### config.mk
export PLATFORM = sky130hd
export DESIGN_NAME = wrr_burst_arbiter
export DESIGN_NICKNAME = d
export VERILOG_FILES = /design/src/rtl/wrr_arb_pkg.sv /design/src/rtl/rr_pick_comb.sv /design/src/rtl/wrr_burst_arbiter.sv
export SDC_FILE = /design/constraint.sdc
export NUM_CORES = 1
export LEC_CHECK = 0
export BUFFER_PORTS_ARGS = -buffer_cell sky130_fd_sc_hd__buf_2
export CAP_MARGIN = 20
export CELL_PAD_IN_SITES_DETAIL_PLACEMENT = 1
export CELL_PAD_IN_SITES_GLOBAL_PLACEMENT = 2
export CORE_MARGIN = 3
export CORE_UTILIZATION = 31
export CTS_CLUSTER_SIZE = 30
export DETAILED_ROUTE_END_ITERATION = 8
export GPL_ROUTABILITY_DRIVEN = 0
export PLACE_DENSITY_LB_ADDON = 0.1
export RECOVER_POWER = 25
export SLEW_MARGIN = 20
export SYNTH_ARGS = -nofsm -noshare
export SYNTH_HDL_FRONTEND = slang
export SYNTH_SLANG_ARGS = --single-unit
### constraint.sdc
create_clock -name clk -period 6.8 [get_ports clk]
set_input_delay 1.02 -clock clk [delete_from_list [all_inputs] [get_ports clk]]
set_output_delay 1.02 -clock clk [all_outputs]
set_load 0.02 [all_outputs]
### src/rtl/wrr_arb_pkg.sv
// Shared types and helpers for the round-robin arbiters: FSM state encoding,
// the double-width round-robin picker and a one-hot to binary encoder.
package wrr_arb_pkg;

    localparam int MAX_N   = 32;
    localparam int MAX_IDW = 5;

    typedef enum logic {
        IDLE  = 1'b0,
        GRANT = 1'b1
    } state_t;

    // First set req bit at or above the one-hot pointer, wrapping to bit 0.
    // Zero padding above the real width is harmless: the borrow simply runs
    // through it into the upper copy when nothing is found at/above pointer.
    function automatic logic [MAX_N-1:0] rr_pick(
        input logic [MAX_N-1:0] req,
        input logic [MAX_N-1:0] pointer
    );
        logic [2*MAX_N-1:0] dbl;
        logic [2*MAX_N-1:0] gnt_dbl;
        dbl     = {req, req};
        gnt_dbl = dbl & ~(dbl - {{MAX_N{1'b0}}, pointer});
        return gnt_dbl[MAX_N-1:0] | gnt_dbl[2*MAX_N-1:MAX_N];
    endfunction

    function automatic logic [MAX_IDW-1:0] onehot2bin(input logic [MAX_N-1:0] onehot);
        logic [MAX_IDW-1:0] bin;
        bin = '0;
        for (int i = 0; i < MAX_N; i++) begin
            if (onehot[i]) bin = bin | MAX_IDW'(i);
        end
        return bin;
    endfunction

endpackage

### src/rtl/rr_pick_comb.sv
// Parametrised combinational round-robin picker; returns a one-hot winner
// (or zero when no request is present).
module rr_pick_comb
    import wrr_arb_pkg::*;
#(
    parameter int N = 5
) (
    input  logic [N-1:0] i_req,
    input  logic [N-1:0] i_pointer,
    output logic [N-1:0] o_grant
);

    assign o_grant = N'(rr_pick(MAX_N'(i_req), MAX_N'(i_pointer)));

endmodule

### src/rtl/wrr_burst_arbiter.sv
// Weighted round-robin arbiter with packet locking: a winner keeps the grant
// for up to weight[i] packets, or until it idles between packets.
module wrr_burst_arbiter
    import wrr_arb_pkg::*;
#(
    parameter int N   = 5,
    parameter int W   = 4,
    parameter int IDW = $clog2(N)
) (
    input  logic             clk,
    input  logic             rst,
    input  logic [N-1:0]     req,
    input  logic [N*W-1:0]   weight,
    input  logic             ack,
    input  logic             last,
    output logic [N-1:0]     grant,
    output logic             grant_valid,
    output logic [IDW-1:0]   grant_id
);

    state_t         r_state;
    state_t         w_state_nxt;
    logic [N-1:0]   r_grant;
    logic [N-1:0]   w_grant_nxt;
    logic [N-1:0]   r_ptr;
    logic [N-1:0]   w_ptr_nxt;
    logic [W-1:0]   r_credit;
    logic [W-1:0]   w_credit_nxt;
    logic           r_in_pkt;
    logic           w_in_pkt_nxt;

    logic [N-1:0]   w_pick;
    logic [W-1:0]   w_win_weight;
    logic [W-1:0]   w_win_credit;
    logic           w_req_g;
    logic           w_release;

    rr_pick_comb #(.N(N)) u_pick (
        .i_req     (req),
        .i_pointer (r_ptr),
        .o_grant   (w_pick)
    );

    always_comb begin
        w_win_weight = '0;
        for (int i = 0; i < N; i++) begin
            if (w_pick[i]) w_win_weight = w_win_weight | weight[i*W +: W];
        end
    end

    assign w_win_credit = (w_win_weight == '0) ? W'(1) : w_win_weight;

    // Idle release only applies between packets; mid-packet the lock holds.
    assign w_req_g   = |(req & r_grant);
    assign w_release = (ack & last & (r_credit == W'(1)))
                     | (~r_in_pkt & ~ack & ~w_req_g);

    // NOTE: every next-state signal is given its hold value first, so no path
    // through the case leaves one unassigned and no latch is inferred.
    always_comb begin
        w_state_nxt  = r_state;
        w_grant_nxt  = r_grant;
        w_ptr_nxt    = r_ptr;
        w_credit_nxt = r_credit;
        w_in_pkt_nxt = r_in_pkt;
        case (r_state)
            IDLE: begin
                if (|req) begin
                    w_grant_nxt  = w_pick;
                    w_credit_nxt = w_win_credit;
                    w_in_pkt_nxt = 1'b0;
                    w_state_nxt  = GRANT;
                end
            end
            GRANT: begin
                if (ack) begin
                    if (last) begin
                        w_in_pkt_nxt = 1'b0;
                        w_credit_nxt = r_credit - W'(1);
                    end else begin
                        w_in_pkt_nxt = 1'b1;
                    end
                end
                if (w_release) begin
                    w_grant_nxt = '0;
                    w_ptr_nxt   = {r_grant[N-2:0], r_grant[N-1]};
                    w_state_nxt = IDLE;
                end
            end
        endcase
    end

    // NOTE: state registers use non-blocking assignments so every flop samples
    // the pre-edge values, independent of statement order.
    always_ff @(posedge clk) begin
        if (rst) begin
            r_state  <= IDLE;
            r_grant  <= '0;
            r_ptr    <= N'(1);
            r_credit <= '0;
            r_in_pkt <= 1'b0;
        end else begin
            r_state  <= w_state_nxt;
            r_grant  <= w_grant_nxt;
            r_ptr    <= w_ptr_nxt;
            r_credit <= w_credit_nxt;
            r_in_pkt <= w_in_pkt_nxt;
        end
    end

    assign grant       = r_grant;
    assign grant_valid = |r_grant;
    assign grant_id    = IDW'(onehot2bin(MAX_N'(r_grant)));

endmodule

# Yosys cells after proc, flatten, opt, wreduce, memory -nomap -nowiden
# Index checks and enable logic that the tools add are counted.
dict set report op_classes {
  add_sub_neg 2
  multipliers 0
  div 0
  magnitude_cmp 0
  eq_ne 5
  n_shift 0
  mux 24
  bitwise 17
  n_reduce_logical 8
}
# op n
set ops {}
lappend ops {{37-bit bitwise AND} 1}
lappend ops {{37-bit NOT} 1}
lappend ops {{37-bit by 5-bit subtractor with 37-bit output} 1}
lappend ops {{4-bit two-way mux} 9}
lappend ops {{4-bit OR} 4}
lappend ops {{5-bit OR reduction} 3}
lappend ops {{5-bit two-way mux} 2}
lappend ops {{5-bit one-hot mux with 2 select lines} 1}
lappend ops {{4-bit one-hot mux with 2 select lines} 1}
lappend ops {{1-bit two-way mux} 6}
lappend ops {{2-bit inequality test (second input constant)} 3}
lappend ops {{2-bit AND reduction} 3}
lappend ops {{5-bit bitwise AND} 1}
lappend ops {{5-bit OR} 1}
lappend ops {{1-bit bitwise AND} 4}
lappend ops {{4-bit by 1-bit == test with 1-bit output (second input constant)} 1}
lappend ops {{4-bit zero test} 1}
lappend ops {{2-bit two-way mux} 2}
lappend ops {{1-bit NOT} 4}
lappend ops {{1-bit one-hot mux with 2 select lines} 2}
lappend ops {{4-bit by 1-bit subtractor with 4-bit output (second input constant)} 1}
lappend ops {{3-bit two-way mux} 1}
lappend ops {{3-bit AND reduction} 1}
lappend ops {{2-bit by 1-bit inequality test with 1-bit output (second input constant)} 1}
lappend ops {{1-bit OR} 1}
dict set report word_totals {
  register_bits 16
  latchBits 0
  ram_bits 0
  romBits 0
  inputBits 29
  out_inout_bits 9
  n_memories 0
}

# Longest topological paths before layout
# Gate-level depths: netlist of run 1.
dict set report depth {
  word_depth 17
  depth_mapped 13
  mapped_depth_nobuf 12
}

# Hierarchy
# Synthesis of run 1 repeated with hierarchy kept, for this count alone.
dict set report unflattened {
  cells_unflattened 141
  hier_area_um2 1146.1
}
# mod instances cells_per_inst area_per_inst_um2
set modules_own_cells {}
lappend modules_own_cells {wrr_burst_arbiter 1 106 875.8}
lappend modules_own_cells {rr_pick_comb 1 35 270.3}

# Worst setup path after synthesis of run 1
# No wires, ideal clock.
dict set report synth_path {
  path_type {input -> register}
  start {input port req[1]}
  end {register r_credit[3]}
  setup_time_ns 0.127
  arrival_time_ns 3.324
  t_required_ns 6.673
  path_slack_ns 3.349
  stages 13
  n_path_buf 1
  cell_sequence {clkbuf_2 inv_1 fa_1 nor2b_1 o21a_1 nor2_1 fa_1 o21a_1 a32oi_1 o21ai_0 a221o_1 o21ai_0 a31oi_1}
}
dict set report synth_between {
  elab_chain_len 17
}
# element line_no
set synth_rtl {}
lappend synth_rtl {{from (decl)} wrr_burst_arbiter.sv:12} ;# input logic [N-1:0] req,
lappend synth_rtl {{37-bit by 5-bit subtractor with 37-bit output} wrr_arb_pkg.sv:23} ;# gnt_dbl = dbl & ~(dbl - {{MAX_N{1'b0}}, pointer});
lappend synth_rtl {{37-bit NOT} wrr_arb_pkg.sv:23}
lappend synth_rtl {{37-bit bitwise AND} wrr_arb_pkg.sv:23}
lappend synth_rtl {{5-bit OR} wrr_arb_pkg.sv:24} ;# return gnt_dbl[MAX_N-1:0] | gnt_dbl[2*MAX_N-1:MAX_N];
lappend synth_rtl {{4-bit two-way mux} wrr_burst_arbiter.sv:47} ;# if (w_pick[i]) w_win_weight = w_win_weight | weight[i*W +: W];
lappend synth_rtl {{4-bit OR} wrr_burst_arbiter.sv:47}
lappend synth_rtl {{4-bit two-way mux} wrr_burst_arbiter.sv:47}
lappend synth_rtl {{4-bit OR} wrr_burst_arbiter.sv:47}
lappend synth_rtl {{4-bit two-way mux} wrr_burst_arbiter.sv:47}
lappend synth_rtl {{4-bit OR} wrr_burst_arbiter.sv:47}
lappend synth_rtl {{4-bit two-way mux} wrr_burst_arbiter.sv:47}
lappend synth_rtl {{4-bit OR} wrr_burst_arbiter.sv:47}
lappend synth_rtl {{4-bit two-way mux} wrr_burst_arbiter.sv:47}
lappend synth_rtl {{4-bit zero test} wrr_burst_arbiter.sv:51} ;# assign w_win_credit = (w_win_weight == '0) ? W'(1) : w_win_weight;
lappend synth_rtl {{4-bit two-way mux} wrr_burst_arbiter.sv:51}
lappend synth_rtl {{4-bit two-way mux} wrr_burst_arbiter.sv:68} ;# if (|req) begin
lappend synth_rtl {{4-bit one-hot mux with 2 select lines} wrr_burst_arbiter.sv:66} ;# case (r_state)
lappend synth_rtl {{to (signal assigned)} wrr_burst_arbiter.sv:106} ;# r_credit <= w_credit_nxt;
lappend synth_rtl {{to (decl)} wrr_burst_arbiter.sv:27} ;# logic [W-1:0] r_credit;
# Several ways; a longest one is shown, not always the timed one. The select of a mux whose other input is x is not followed.
# A chain may end at the register's enable or synchronous reset.

# Worst setup path after layout of run 1
dict set report layout_path {
  start {input port req[1]}
  end {register r_credit[2]}
}
# Same word-level chain as after synthesis.

==> metrics.cfg, run 1 <==
[pwr]
leakagePower_nw=0.654
powerDensity_nw_per_um2=195
irDropWorstVdd_uv=118

[route]
vias=1425
first_pass_iters=4
wl_met1_mm=1.99
wire_per_inst_um=17.8
wl_met2_mm=2.37
drt_iter0_markers=29
met3_length_um=111
via_per_inst=5.61
ant_nets=0
drt-total-wl_mm=4.52
routed.top_layer=met4
drc=0

[timing]
slew-limit-headroom_pct=56.3
min_period_over_period_pct=53.0
drv_slew=0
finalSetupTns_ps=0
fmax_mhz=277
fin_skew_ps=4.78
fin_crit_ps=3610
max_slew.worst_pin.slew_ps=655
grt_setup_unrepaired=false
setup_viol=0
hold_violations=0

[synthesis]
synth.largest_area_cell=dfxtp_1
synth_fp_nets=208
yosysTopAreaCellShare_pct=24.2
yosysWarnings=0
synth-seq-area-share_pct=24.2
avgSynthCellArea_um2=7.73
syn-cell-area_um2=1320
async_flop_share_pct=0
netlist_instances=171
synth.distinct_cells=51
synth-seq-cells=16
synthTopCellsByArea=dfxtp_1 24%, a21oi_1 8.0%, ha_1 5.7%, nand2_1 4.5%, nor2_1 4.0%
ys.flop_type=dfxtp_1
synth_edf_count=0

[floorplanning]
io_pins=38
dieArea_um2=5080
chipHeight_um=71.3
std_cell_rows=23
fp.coreArea_um2=4060
start_util_pct=32.6
die_x_um=71.3

[finish]
area_growth_pct=19.6
fin_nets=242
final_util_pct=38.9
diodes=0
layout-drive-gt1-share_pct=21.6
fill_cells=525

[clock_tree]
cts.clk_slew.worst_paths_ps=70
cts.sinks=16
cts_setup_buffers=0
numCtsBuffers=3
cts_buffer_depth=2
cts_htree_levels=1
root_buffer=clkbuf_8
ctsHoldBuffers=0
clock_latency_ps=250
tritoncts=yes
post_cts_resized=0

[grt]
grt_max_degree=18
grt_antenna_before_repair=0
grt_pass1_wl_mm=7.41
grt.overflow.total=0
grt_usage_pct=18.4
grt_pass1_vias=1487

[critical_path]
critPathArrivalTime_ps=3740
cp.required_ps=6930
start_kind=primary input
critPathKind=in2reg
worst-path-max-fanout=9
endpoint_kind=register

[worst_hold_path]
hold_path_class=reg2reg

[placed_design]
portBuffers=37
dp_hpwl_mm=3.65

[run]
maxCapViolCount=0

[run_status]
outcome=finished, final reports clean

Yosys cell counts, types with 2 or more instances:
library cell  count
a22oi_1           2
nand3_1           7
o21ai_0           5
dfxtp_1          16
o21ai_1           3
or4_1             2
o2111ai_1         2
and2_1            3
a31oi_1           3
nand2_1          16
nor2b_1           3
a2bb2oi_1         4
a21oi_1          21
nand3b_1          3
clkbuf_1          4
a32oi_1           2
a211oi_1          4
inv_1            13
a221o_1           2
or2_2             2
o21a_1            3
nor3_1            3
ha_1              6
fa_1              2
nor2_1           14
through the flow:
| step | cell area (um^2) | total power, W | setup WS, ps | instances | hold slack, ps |
|---|---|---|---|---|---|
| 6_report | 1580 | 0.000309 | 3190 | 254 | 512 |
| 5_1_grt | 1580 | 0.000330 | 2980 | 254 | 543 |
| 4_1_cts | 1590 | 0.000313 | 3230 | 254 | 513 |
| 3_5_place_dp | 1530 | 0.000226 | 2960 | 250 | 504 |
| 3_3_place_gp | 1530 | 0.000224 | 3010 | 250 | 510 |
| 2_1_floorplan | 1320 | 0.000188 | 3350 | 171 | 471 |
where the power goes:
group          switching (W)  total (W)  internal (W)
clock network      0.0000348  0.0000862     0.0000514
logic              0.0000644   0.000109     0.0000449
registers          0.0000113   0.000113      0.000102
total               0.000110   0.000309      0.000198
state kept, by name (all words and copies together) (netlist names):
signal	cells
grant	5
r_ptr	5
r_credit	4
r_in_pkt	1
r_state	1
path summary, 6_finish.rpt:
path	startpoint	end	slack [ps]	cells after the start
setup / recovery	req[1]	r_credit[2]	3190	13
hold reg to reg	r_credit[1]	r_credit[1]	510	2
hold / removal	r_credit[1]	r_credit[1]	510	2
setup reg to reg	r_ptr[0]	r_credit[2]	3850	12
routing by layer:
metal  GRT usage [%]  up-vias
met1            22.2      702
met2            34.0       16
met5               0        -
li1                -      703
met4            3.34        0
met3            3.65        4
logic make-up after synthesis:
| logic type | count (synthesis) | share of synthesized area (%) |
|---|---|---|
| compound gates | 63 | 33.7 |
| xor+xnor | 2 | 1.89 |
| fa+ha+maj | 8 | 8.71 |
| buf+inv | 21 | 6.44 |
| flops | 16 | 24.2 |
| simple gates | 61 | 25.0 |
critical path: stages:
cell and delay [ps]:
buf_2 210, inv_1 130, fa_1 470, nor2b_1 170, o21a_1 140, nor2_1 60
fa_1 350, o21a_1 230, a32oi_1 180, o31ai_1 100, a221o_1 280, o21ai_0 280
a21oi_1 110
area by class of cell:
cell class	instances	area, um^2	area share, %
clock buffers	4	55.1	3.48
flip-flops and latches	16	320	20.3
repair buffers	37	178	11.2
multi-input cells	134	916	58.0
well taps	50	62.6	3.96
inverters	13	48.8	3.09
placed cells by master (no fill, tap or decap), drive strengths merged, types with 2 or more instances in the layout:
cell type | synthesis | layout
buf | 3 | 31
a21oi | 21 | 21
nand2 | 16 | 16
dfxtp | 16 | 16
nor2 | 14 | 14
inv | 13 | 13
clkbuf | 5 | 10
o21ai | 8 | 8
nand3 | 7 | 7
ha | 6 | 6
a211oi | 4 | 4
a2bb2oi | 4 | 4
nor2b | 4 | 4
o21a | 4 | 4
nor3 | 4 | 4
and2 | 3 | 3
nand3b | 3 | 3
a31oi | 3 | 3
or2 | 2 | 2
or4 | 2 | 2
a32oi | 2 | 2
a221o | 2 | 2
o2111ai | 2 | 2
a22oi | 2 | 2
fa | 2 | 2
o31a | 2 | 2
(Power assumes the default switching activity.)
==> run 2: changes to the inputs <==
--- a/config.mk
+++ b/config.mk
@@ -10,7 +10,7 @@
 export CELL_PAD_IN_SITES_DETAIL_PLACEMENT = 1
 export CELL_PAD_IN_SITES_GLOBAL_PLACEMENT = 2
 export CORE_MARGIN = 3
-export CORE_UTILIZATION = 31
+export CORE_UTILIZATION = 29
 export CTS_CLUSTER_SIZE = 30
 export DETAILED_ROUTE_END_ITERATION = 8
 export GPL_ROUTABILITY_DRIVEN = 0
==> constraint.sdc (replaced) <==
create_clock -name clk -period 3.43 [get_ports clk]
set_input_delay 0.5145 -clock clk [delete_from_list [all_inputs] [get_ports clk]]
set_output_delay 0.5145 -clock clk [all_outputs]
set_load 0.02 [all_outputs]
==> run 2 against run 1 <==
Compared with the run above: die area is 6.3% higher; sequential power is 99% higher; worst setup slack worse by 2800 ps; utilization is 1.5 points lower; non-clock buffer count is 1 higher; clock power is 68% higher; critical path type unchanged; largest cell class unchanged.
==> metrics.cfg, run 2 (synthesized netlist as in run 1, its figures left out) <==
[timing]
finalWorstSetupSlack_ps=353  ; was 3190 ps
hold_violations=0  ; unchanged
min_period_over_period_pct=89.7
fmax_mhz=325
finalSetupTns_ps=0  ; unchanged
fin_crit_ps=3080
setup_viol=0  ; unchanged
whs_ps=531  ; was 512 ps
grt_setup_unrepaired=false  ; unchanged
max_slew.worst_pin.slew_ps=656  ; was 655 ps
fin_skew_ps=7.66  ; was 4.78 ps
drv_slew=0  ; unchanged
slew-limit-headroom_pct=56.2  ; was 56.3%

[critical_path]
slowest_delay_ps=470  ; about the same
worst-path-max-fanout=9  ; unchanged
critPathArrivalTime_ps=3210  ; was 3740 ps
path_cells=buf_2 > inv_1 > fa_1 > nor2b_1 > o21a_1 > nor2_1 > fa_1 > o21a_1 > a32oi_1 > o31ai_1 > a221o_1 > o21ai_0 > a21oi_1  ; unchanged
start_kind=primary input  ; unchanged
critPathKind=in2reg  ; unchanged
startpoint=req[1]  ; unchanged
rr_startpoint=r_ptr[0]  ; unchanged
cp.required_ps=3560  ; was 6930 ps
endpoint_kind=register  ; unchanged
timing.critical_path.slowest_stage_cell=fa_1  ; unchanged

[clock_tree]
cts_setup_buffers=0  ; unchanged
clock_latency_ps=250  ; about the same
root_buffer=clkbuf_8  ; unchanged
cts.sinks=16  ; unchanged
ctsHoldBuffers=0  ; unchanged
post_cts_resized=0  ; unchanged
cts_buffer_depth=2  ; unchanged
cts.clk_slew.worst_paths_ps=70  ; about the same
tritoncts=yes  ; unchanged
numCtsBuffers=3  ; unchanged
cts_htree_levels=1  ; unchanged

[grt]
grt.overflow.total=0  ; unchanged
grt_antenna_before_repair=0  ; unchanged
grt_usage_pct=18.2  ; was 18.4%
grt_pass1_vias=1513  ; was 1487
grt_pass1_wl_mm=7.62  ; was 7.41 mm
grt_max_degree=18  ; unchanged

[worst_hold_path]
hold_path_class=reg2reg  ; unchanged
min_from=r_credit[3]  ; was r_credit[1]

[floorplanning]
die_x_um=73.5  ; was 71.3 um
io_pins=38  ; unchanged
dieArea_um2=5400  ; was 5080 um^2
start_util_pct=31.4  ; was 32.6%
chipHeight_um=73.5  ; was 71.3 um
std_cell_rows=23  ; unchanged
fp.coreArea_um2=4200  ; was 4060 um^2

[finish]
area_growth_pct=19.1  ; was 19.6%
final_common_cell=buf_2  ; unchanged
diodes=0  ; unchanged
multi_input_area_um2=916  ; unchanged
fin_nets=243  ; was 242
final_util_pct=37.5  ; was 38.9%
layout-drive-gt1-share_pct=21.6  ; unchanged
final-seq-area_um2=320  ; unchanged
layout_common_cells=31 x buf_2, 21 x a21oi_1, 16 x nand2_1, 16 x dfxtp_1, 14 x nor2_1  ; unchanged
fill_cells=534  ; was 525
fin_area_um2=1570  ; was 1580 um^2

[placed_design]
portBuffers=37  ; unchanged
place_area_um2=1540  ; was 1530 um^2
place_worst_setup_slack_ps=111  ; was 2960 ps
dp_hpwl_mm=3.82  ; was 3.65 mm

[pwr]
leakagePower_nw=0.651  ; was 0.654 nW
powerDensity_nw_per_um2=377  ; was 195 nW/um^2
irDropWorstVdd_uv=165  ; was 118 uV

[route]
drt-total-wl_mm=4.75  ; was 4.52 mm
wire_per_inst_um=18.7  ; was 17.8 um
drt_iter0_markers=46  ; was 29
via_per_inst=5.64  ; was 5.61
drc=0  ; unchanged
first_pass_iters=4  ; unchanged
ant_nets=0  ; unchanged
vias=1433  ; was 1425

[run_status]
outcome=finished, final reports clean  ; unchanged

[run]
maxCapViolCount=0  ; unchanged

[run 2: cell types whose count changed in the layout (fill, tap and decap cells not counted), sizes merged]
cell | before | now
buf | 31 | 32
clkbuf | 10 | 9
[run 2: worst paths after layout]
path | endpoint | slack [ps] | cells after the start
worst min register to register | r_credit[3] | 530 | 2
worst min-delay path | r_credit[3] | 530 | 2
worst max-delay path | r_credit[2] | 350 | 13
worst max register to register | r_credit[2] | 490 | 12
[run 2: through the flow]
step                total power [W]  std cells
floorplan                  0.000373        171
global placement           0.000449        251
detailed placement         0.000454        251
CTS                        0.000598        254
global route               0.000631        254
finish                     0.000594        254
[run 2: layer usage]
layer | global-route usage, % | up-vias | routed length, um
met5 | 0 | - | 0
met4 | 1.61 | 0 | 6
met3 | 3.01 | 2 | 162
met2 | 32.4 | 25 | 2450
met1 | 23.7 | 700 | 2130
li1 | - | 706 | -
[run 2: area by class of cell]
class	count	area share, %
clock buffer	3	2.62
inverter	13	3.10
multi-input combinational	134	58.2
sequential	16	20.3
tap	50	3.97
timing repair buffer	38	11.8
[run 2: worst max-delay path, delay by kind of cell]
kind	cells	cell delay (ps)
buf+inv	2	320
fa+ha+maj	2	820
simple gates	2	240
compound gates	7	1300
[run 2: power breakdown]
group	leakage [nW]	internal, W	switching, W
Clock	0.0216	0.0000780	0.0000674
Sequential	0.131	0.000202	0.0000229
Combinational	0.499	0.0000914	0.000132
Total	0.651	0.000371	0.000222
==> run 3: changes to the inputs <==
--- a/config.mk
+++ b/config.mk
@@ -7,14 +7,12 @@
 export LEC_CHECK = 0
 export BUFFER_PORTS_ARGS = -buffer_cell sky130_fd_sc_hd__buf_2
 export CAP_MARGIN = 20
-export CELL_PAD_IN_SITES_DETAIL_PLACEMENT = 1
-export CELL_PAD_IN_SITES_GLOBAL_PLACEMENT = 2
 export CORE_MARGIN = 3
-export CORE_UTILIZATION = 29
+export CORE_UTILIZATION = 40
+export CTS_BUF_LIST = sky130_fd_sc_hd__clkbuf_8
 export CTS_CLUSTER_SIZE = 30
 export DETAILED_ROUTE_END_ITERATION = 8
 export GPL_ROUTABILITY_DRIVEN = 0
-export PLACE_DENSITY_LB_ADDON = 0.1
 export RECOVER_POWER = 25
 export SLEW_MARGIN = 20
 export SYNTH_ARGS = -nofsm -noshare
==> run 3 against run 2 <==
Compared with the run above: utilization is 13 points higher; cell area about the same; die area is 25% lower; combinational power is 5% lower; global-route usage grew 2.3 points; via count shrank 2.2%; sequential power barely moved; highest routed layer unchanged; sequential share of layout area is essentially flat; critical path depth unchanged; count of clock-buffer cells in the layout is 1 higher.
==> metrics.cfg, run 3 (synthesized netlist as in run 1, its figures left out) <==
[clock_tree]
post_cts_resized=0  ; unchanged
cts.sinks=16  ; unchanged
cts_htree_levels=1  ; unchanged
numCtsBuffers=3  ; unchanged
tritoncts=yes  ; unchanged
cts_setup_buffers=0  ; unchanged
clock_latency_ps=250  ; about the same
root_buffer=clkbuf_8  ; unchanged
ctsHoldBuffers=0  ; unchanged
cts.clk_slew.worst_paths_ps=70  ; about the same
cts_buffer_depth=2  ; unchanged

[floorplanning]
die_x_um=63.5  ; was 73.5 um
std_cell_rows=20  ; was 23
chipHeight_um=63.5  ; was 73.5 um
io_pins=38  ; unchanged
fp.coreArea_um2=3100  ; was 4200 um^2
dieArea_um2=4030  ; was 5400 um^2
start_util_pct=42.6  ; was 31.4%

[timing]
drv_slew=0  ; unchanged
setup_viol=0  ; unchanged
hold_violations=0  ; unchanged
min_period_over_period_pct=87.1  ; was 89.7%
fin_skew_ps=4.16  ; was 7.66 ps
fmax_mhz=335  ; was 325 MHz
fin_crit_ps=2990  ; was 3080 ps
max_slew.worst_pin.slew_ps=594  ; was 656 ps
slew-limit-headroom_pct=60.3  ; was 56.2%
grt_setup_unrepaired=false  ; unchanged
finalSetupTns_ps=0  ; unchanged

[route]
met3_length_um=301  ; was 162 um
routed.top_layer=met4  ; unchanged
ant_nets=0  ; unchanged
vias=1402  ; was 1433
wl_met2_mm=1.74  ; was 2.45 mm
drt-total-wl_mm=3.91  ; was 4.75 mm
drt_iter0_markers=82  ; was 46
first_pass_iters=4  ; unchanged
via_per_inst=5.65  ; was 5.64
drc=0  ; unchanged
wire_per_inst_um=15.8  ; was 18.7 um
wl_met1_mm=1.86  ; was 2.13 mm

[finish]
final_common_cell=buf_2  ; unchanged
fin_nets=242  ; was 243
fin_area_um2=1570  ; about the same
layout_common_cells=31 x buf_2, 21 x a21oi_1, 16 x nand2_1, 16 x dfxtp_1, 14 x nor2_1  ; unchanged
diodes=0  ; unchanged
final_util_pct=50.7  ; was 37.5%
multi_input_area_um2=916  ; unchanged
area_growth_pct=19.0  ; was 19.1%
final-seq-area_um2=320  ; unchanged
layout-drive-gt1-share_pct=21.6  ; unchanged
fill_cells=337  ; was 534

[worst_hold_path]
hold_path_class=reg2reg  ; unchanged
min_from=r_credit[1]  ; was r_credit[3]

[critical_path]
slowest_delay_ps=470  ; about the same
endpoint_kind=register  ; unchanged
start_kind=primary input  ; unchanged
cp.required_ps=3560  ; about the same
crit_family=compound AO/OA/AOI/OAI gates  ; unchanged
critPathKind=in2reg  ; unchanged
critPathArrivalTime_ps=3120  ; was 3210 ps
worst-path-max-fanout=9  ; unchanged
timing.critical_path.slowest_stage_cell=fa_1  ; unchanged
startpoint=req[1]  ; unchanged
rr_startpoint=r_ptr[0]  ; unchanged
cp_num_buf_inv=2  ; unchanged
path_cells=buf_2 > inv_1 > fa_1 > nor2b_1 > o21a_1 > nor2_1 > fa_1 > o21a_1 > a32oi_1 > o21ai_0 > a221o_1 > o21ai_0 > a31oi_1  ; was buf_2 > inv_1 > fa_1 > nor2b_1 > o21a_1 > nor2_1 > fa_1 > o21a_1 > a32oi_1 > o31ai_1 > a221o_1 > o21ai_0 > a21oi_1

[grt]
grt_antenna_before_repair=0  ; unchanged
grt_max_degree=18  ; unchanged
grt_pass1_vias=1410  ; was 1513
grt_pass1_wl_mm=6.59  ; was 7.62 mm
grt.overflow.total=0  ; unchanged
grt_usage_pct=20.4  ; was 18.2%

[pwr]
powerDensity_nw_per_um2=384  ; was 377 nW/um^2
irDropWorstVdd_uv=190  ; was 165 uV
leakagePower_nw=0.654  ; was 0.651 nW

[run]
maxCapViolCount=0  ; unchanged

[run_status]
outcome=finished, final reports clean  ; unchanged

[placed_design]
place_area_um2=1530  ; was 1540 um^2
dp_hpwl_mm=3.13  ; was 3.82 mm
portBuffers=37  ; unchanged

-- run 3: changes by cell type in the layout (fill, tap and decap cells not counted), sizes merged --
cell / delta
clkbuf: +1
buf: -1
-- run 3: worst paths after layout --
path,end,slack [ps],depth (start not counted)
min,r_credit[1],530,2
max reg2reg,r_credit[3],580,12
max,r_credit[3],440,13
min reg2reg,r_credit[1],530,2
-- run 3: where the power goes --
part / total, W / leakage (nW) / switching, W / internal, W
logic: 0.000212 / 0.494 / 0.000123 / 0.0000891
clock network: 0.000168 / 0.0288 / 0.0000665 / 0.000102
registers: 0.000224 / 0.131 / 0.0000222 / 0.000202
-- run 3: through the flow --
| stage | cells | power (W) | hold WS, ps | worst slack, ps |
|---|---|---|---|---|
| 6_report | 248 | 0.000604 | 525 | 443 |
| 3_3_place_gp | 244 | 0.000436 | 502 | 317 |
| 5_1_grt | 248 | 0.000645 | 552 | 193 |
| 2_1_floorplan | 171 | 0.000373 | 471 | 484 |
| 4_1_cts | 248 | 0.000607 | 520 | 473 |
| 3_5_place_dp | 244 | 0.000439 | 511 | 208 |
-- run 3: layout make-up --
| type | count | share of cell area [%] |
|---|---|---|
| clock buffers | 4 | 3.50 |
| inverters | 13 | 3.10 |
| multi-input cells | 134 | 58.2 |
| flip-flops and latches | 16 | 20.4 |
| well taps | 44 | 3.50 |
| repair buffers | 37 | 11.3 |
-- run 3: routing by layer --
layer	vias to the layer above	GRT usage, %
met3	2	4.99
met4	0	3.50
met5	-	0
met1	640	28.4
li1	701	-
met2	59	32.3
-- run 3: worst register-to-register path, delay by kind of cell, from the launching register on --
kind                     cells  cell delay, ps
AO/OA/AOI/OAI                7            1230
adder cells (fa/ha/maj)      2             770
AND/OR/NAND/NOR              3             420
flip-flops                   1             320
